**config.mk**
```make
export PLATFORM = sky130hd
export DESIGN_NAME = integer_wb_writer
export DESIGN_NICKNAME = d
export VERILOG_FILES = /design/src/rtl/integer_wb_writer.sv
export SDC_FILE = /design/constraint.sdc
export NUM_CORES = 1
export LEC_CHECK = 0
export BUFFER_PORTS_ARGS = -buffer_cell sky130_fd_sc_hd__buf_2
export CAP_MARGIN = 20
export CORE_MARGIN = 8
export CORE_UTILIZATION = 48
export DETAILED_ROUTE_END_ITERATION = 10
export PLACE_DENSITY = 0.75
export SETUP_SLACK_MARGIN = 0.02
export SYNTH_ARGS = -nofsm -noshare
export SYNTH_HDL_FRONTEND = slang
export SYNTH_SLANG_ARGS = --single-unit
export TNS_END_PERCENT = 5
```
**constraint.sdc**
```tcl
create_clock -name clk_in -period 2.75 [get_ports clk_in]
set_input_delay 0.275 -clock clk_in [delete_from_list [all_inputs] [get_ports clk_in]]
set_output_delay 0.275 -clock clk_in [all_outputs]
set_load 0.01 [all_outputs]
```
**src/rtl/integer_wb_writer.sv**
```systemverilog
// rtl/integer_wb_writer.sv - ALU/LSU writeback arbiter with 2-entry LSU FIFO
module integer_wb_writer #(
    parameter int XLEN         = 32,
    parameter int STARVE_LIMIT = 4
) (
    input  logic            clk_in,
    input  logic            reset_in,
    input  logic            alu_valid_in,
    output logic            alu_ready_out,
    input  logic [4:0]      alu_rd_addr_in,
    input  logic [XLEN-1:0] alu_data_in,
    input  logic            lsu_valid_in,
    output logic            lsu_ready_out,
    input  logic [4:0]      lsu_rd_addr_in,
    input  logic [XLEN-1:0] lsu_data_in,
    output logic [4:0]      rd_addr_out,
    output logic            wr_en_out,
    output logic [XLEN-1:0] rd_out,
    output logic            busy_out
);
    localparam logic [3:0] LIMIT = 4'(STARVE_LIMIT);

    logic [4:0]      fifo_addr [2];
    logic [XLEN-1:0] fifo_data [2];
    logic [1:0]      count;
    logic            rd_ptr;
    logic            wr_ptr;
    logic [3:0]      starve_cnt;

    logic            force_lsu;
    logic            alu_win;
    logic            lsu_win;
    logic            push;
    logic [4:0]      head_addr;
    logic [XLEN-1:0] head_data;

    // Arbitration: ALU has priority unless a waiting load has been starved too long
    always_comb begin
        force_lsu     = (starve_cnt == LIMIT) && (count != 2'd0);
        alu_ready_out = reset_in && !force_lsu;
        lsu_ready_out = reset_in && (count != 2'd2);
        alu_win       = alu_valid_in && alu_ready_out;
        lsu_win       = !alu_win && (count != 2'd0);
        push          = lsu_valid_in && lsu_ready_out;
        head_addr     = fifo_addr[rd_ptr];
        head_data     = fifo_data[rd_ptr];
        busy_out      = (count != 2'd0);
    end

    // FIFO storage; contents need no reset because count gates every read
    always_ff @(posedge clk_in) begin
        if (push) begin
            fifo_addr[wr_ptr] <= lsu_rd_addr_in;
            fifo_data[wr_ptr] <= lsu_data_in;
        end
    end

    // FIFO occupancy and wrapping pointers
    always_ff @(posedge clk_in) begin
        if (!reset_in) begin
            count  <= 2'd0;
            rd_ptr <= 1'b0;
            wr_ptr <= 1'b0;
        end else begin
            if (push) begin
                wr_ptr <= ~wr_ptr;
            end
            if (lsu_win) begin
                rd_ptr <= ~rd_ptr;
            end
            case ({push, lsu_win})
                2'b10:   count <= count + 2'd1;
                2'b01:   count <= count - 2'd1;
                default: count <= count;
            endcase
        end
    end

    // Count ALU wins while a load waits; saturates so force_lsu stays asserted
    always_ff @(posedge clk_in) begin
        if (!reset_in) begin
            starve_cnt <= 4'd0;
        end else if (lsu_win || (count == 2'd0)) begin
            starve_cnt <= 4'd0;
        end else if (alu_win && (starve_cnt != LIMIT)) begin
            starve_cnt <= starve_cnt + 4'd1;
        end
    end

    // Registered write port; x0 writes update address/data but never enable
    always_ff @(posedge clk_in) begin
        if (!reset_in) begin
            wr_en_out   <= 1'b0;
            rd_addr_out <= 5'd0;
            rd_out      <= '0;
        end else if (alu_win) begin
            wr_en_out   <= (alu_rd_addr_in != 5'd0);
            rd_addr_out <= alu_rd_addr_in;
            rd_out      <= alu_data_in;
        end else if (lsu_win) begin
            wr_en_out   <= (head_addr != 5'd0);
            rd_addr_out <= head_addr;
            rd_out      <= head_data;
        end else begin
            wr_en_out   <= 1'b0;
        end
    end
endmodule

```
==> flow_summary_export.csv <==
group,metric,value,unit
route,wl_per_cell,18.3,µm
global_route,grt_util_met2,29.8,%
cells_and_area,area_growth,34.1,%
critical_path,criticalPathCategory,"register to primary output",
placement,finalWeightedCongestion,0.837,
clock_tree,cts_max_path_buffers,2,
yosys,ys_types,40,
yosys,synthFlopType,"edfxtp_1",
floorplanning,rows,37,
min_path,holdPathEnd,"rd_out[17]$_SDFFE_PN0P_",
clock_tree,clkTransAtPathRegs,0.06,ns
critical_path,critical_path.endpoint_type,"primary output",
placement,dp_hpwl,8.02,mm
timing,fin_setup_tns,0,ns
route,first_iter_violations,322,
power,peakVddDrop,0.000467,V
global_route,grt_antenna_before_repair,1,
route,ant_nets,0,
global_route,grt_pass1_wl,20.0,mm
critical_path,crit_path_top_delay_cell,"buf_4",
timing,fmax,0.440,GHz
route,first_pass_iters,4,
clock_tree,h-tree-depth,4,
route,viasPerCell,5.48,
floorplanning,fp.dieW,119,µm
global_route,overflow,0,
power,power,6.47,mW
critical_path,ff2ff_path_depth,5,
timing,rsz0062_at_grt,"no",
yosys,syn_nets,443,
global_route,grt_use_met1,20.2,%
cells_and_area,stdcell_count,671,
yosys,yosys_warnings,0,
yosys,synthCells,362,
timing,hold_viol,0,
critical_path,cp-start-kind,"register",
run,drv_cap,0,
cells_and_area,drive_above_1_share,43.1,%
critical_path,crit-reg2reg-launch,"count[0]$_SDFFE_PN0P_",
route,vias,3676,
clock_tree,clk_latency,0.51,ns
critical_path,critPathTopFamily,"buffers and inverters",
global_route,grt_use_total,17.7,%
placement,dp.cells,593,
timing,fin_skew,0.00896,ns
yosys,synth-seq-cells,121,
yosys,synth_area,0.00510,mm²
timing,drv_slew,0,
global_route,met3_usage,5.95,%
critical_path,max_stage_delay,0.43,ns
critical_path,path_common_cell,"nor2_1",
critical_path,cp_max_fo,42,
clock_tree,cts_tree,"yes",
cells_and_area,nNetsFinal,602,
global_route,grt_max_degree,47,
critical_path,r2r_slack,0.81,ns
clock_tree,cts.sinks,121,
route,route.detailed.drc,0,
floorplanning,initial_core_util,49.4,%
power,powerDensity,945,mW/mm²
power,leakagePower,2.52,nW
yosys,async_flop_share,0,%
yosys,synth_edf_count,74,
floorplanning,dieArea,0.0142,mm²
floorplanning,core_area,0.0103,mm²
clock_tree,root_buffer,"clkbuf_8",
min_path,hold_path_depth,3,
timing,finalSetupViolations,0,
timing,post-route-period-util,82.6,%
route,routed_wl,12.3,mm
timing,worst_slew_pin_slew,0.986,ns
critical_path,cp.arrival,2.00,ns
floorplanning,dieHeight,119,µm
critical_path,crit_path_cell_trace,"inv_1, ha_1, nand3b_1, buf_4, nor2_1, nor2_1, buf_2",
critical_path,cp_num_buf_inv,3,
run_status,status,"finished clean",
global_route,grt_pass1_vias,4034,
timing,maxSlewHeadroom,34.3,%
clock_tree,cts_setup_buffers,0,
cells_and_area,layout_common_cells,"buf_2, edfxtp_1, dfxtp_1",
global_route,grt-busiest-layer,"met2",
min_path,hp-class,"input port to register",
timing,min_period,2.27,ns
placement,port_buffers,118,
critical_path,required,2.48,ns
cells_and_area,final_common_cell,"buf_2",
critical_path,rr_endpoint,"rd_out[28]$_SDFFE_PN0P_",
yosys,syn_avg_cell_area,14.1,µm²
yosys,ys_seq_area_share,62.0,%
min_path,hold_start,"alu_data_in[17]",
floorplanning,num_io_pins,119,
clock_tree,numCtsBuffers,17,
==> through the flow <==
| stage | hold slack (ns) | cell area [µm²] | utilization, % | setup WS [ns] |
|---|---|---|---|---|
| after floorplan | 0.374 | 5110 | - | 0.586 |
| after global placement | 0.443 | 5760 | 55.8 | 0.887 |
| after detailed placement | 0.458 | 5760 | 55.8 | 0.823 |
| after CTS | 0.000143 | 6840 | 66.3 | 0.451 |
| after global routing | 0.0114 | 6850 | 66.3 | 0.354 |
| final | 0.0212 | 6850 | 66.3 | 0.479 |
==> synth_stat cells, types with 2 or more instances <==
master,count,share of area (%)
buf_2,13,1.3
mux2i_1,2,0.39
or3_1,2,0.25
ha_1,3,0.74
o211ai_1,37,5.4
a211oi_1,6,0.88
mux2_2,32,7.1
o221ai_1,2,0.34
nor3_1,2,0.20
clkbuf_1,12,0.88
buf_4,3,0.44
o31ai_1,5,0.74
nor2b_1,5,0.61
o21ai_1,33,3.2
a21oi_1,2,0.20
xnor2_1,2,0.34
buf_6,7,1.5
edfxtp_1,74,44
nor2_1,8,0.59
xor2_1,2,0.34
nand2b_1,2,0.25
and2_1,2,0.25
o221ai_2,30,8.8
inv_1,7,0.51
dfxtp_1,47,18
nand3_1,3,0.29
o21ai_0,6,0.59
==> how the worst max path moves through the flow <==
stage               depth (start not counted)                   endpoint                       start  slack [ns]
floorplan                                   4  fifo_addr[1][0]$_DFFE_PP_                    reset_in        0.59
global route                                7              alu_ready_out  starve_cnt[0]$_SDFFE_PP0P_        0.35
CTS                                         7              alu_ready_out  starve_cnt[0]$_SDFFE_PP0P_        0.45
global placement                            5  fifo_addr[0][2]$_DFFE_PP_                    reset_in        0.89
finish                                      7              alu_ready_out  starve_cnt[0]$_SDFFE_PP0P_        0.48
detailed placement                          5  fifo_data[0][2]$_DFFE_PP_                    reset_in        0.82
==> power breakdown <==
part / total, mW / switching [mW] / internal (mW)
Combinational: 1.63 / 0.924 / 0.708
Sequential: 2.49 / 0.270 / 2.22
Clock: 2.34 / 0.762 / 1.58
==> final cells by class <==
cell class | count | area, µm²
well taps | 136 | 170
repair buffers | 175 | 1130
clock buffers | 19 | 432
flip-flops and latches | 121 | 3160
multi-input cells | 199 | 1720
clock inverters | 13 | 200
inverters | 7 | 26.3
diodes | 1 | 2.50
fillers | 753 | 3480
==> worst min-delay path, cell delays in order <==
cell,delay [ns]
buf_2,0.08
o211ai_1,0.07
o21ai_1,0.07
==> metal layers <==
layer / wire (µm) / up-vias
met5: 0 / -
li1: - / 1759
met1: 5140 / 1770
met3: 726 / 17
met2: 6180 / 130
met4: 211 / 0
==> timing repair <==
item	4_1_cts	5_1_grt
endpoints found under the hold margin	82	0
resized for setup	0	0
hold buffers	45	0
==> kinds of logic (layout without fill, tap and decap cells) <==
kind of cell / count (synthesis) / count (layout) / share of synthesized area (%)
fa+ha+maj: 3 / 3 / 0.735
flops: 121 / 121 / 62.0
other cells: 0 / 1 / 0
xor+xnor: 4 / 4 / 0.686
simple gates: 32 / 32 / 3.48
buf+inv: 42 / 214 / 4.66
mux: 34 / 34 / 7.45
compound gates: 126 / 126 / 21.0
==> sequential cells by signal, indices dropped and copies added (netlist names), named ones only <==
signal       count
fifo_data       64
rd_out          32
fifo_addr       10
rd_addr_out      5
starve_cnt       4
count            2
rd_ptr           1
wr_en_out        1
wr_ptr           1
Power figures use the tool's default switching activity.
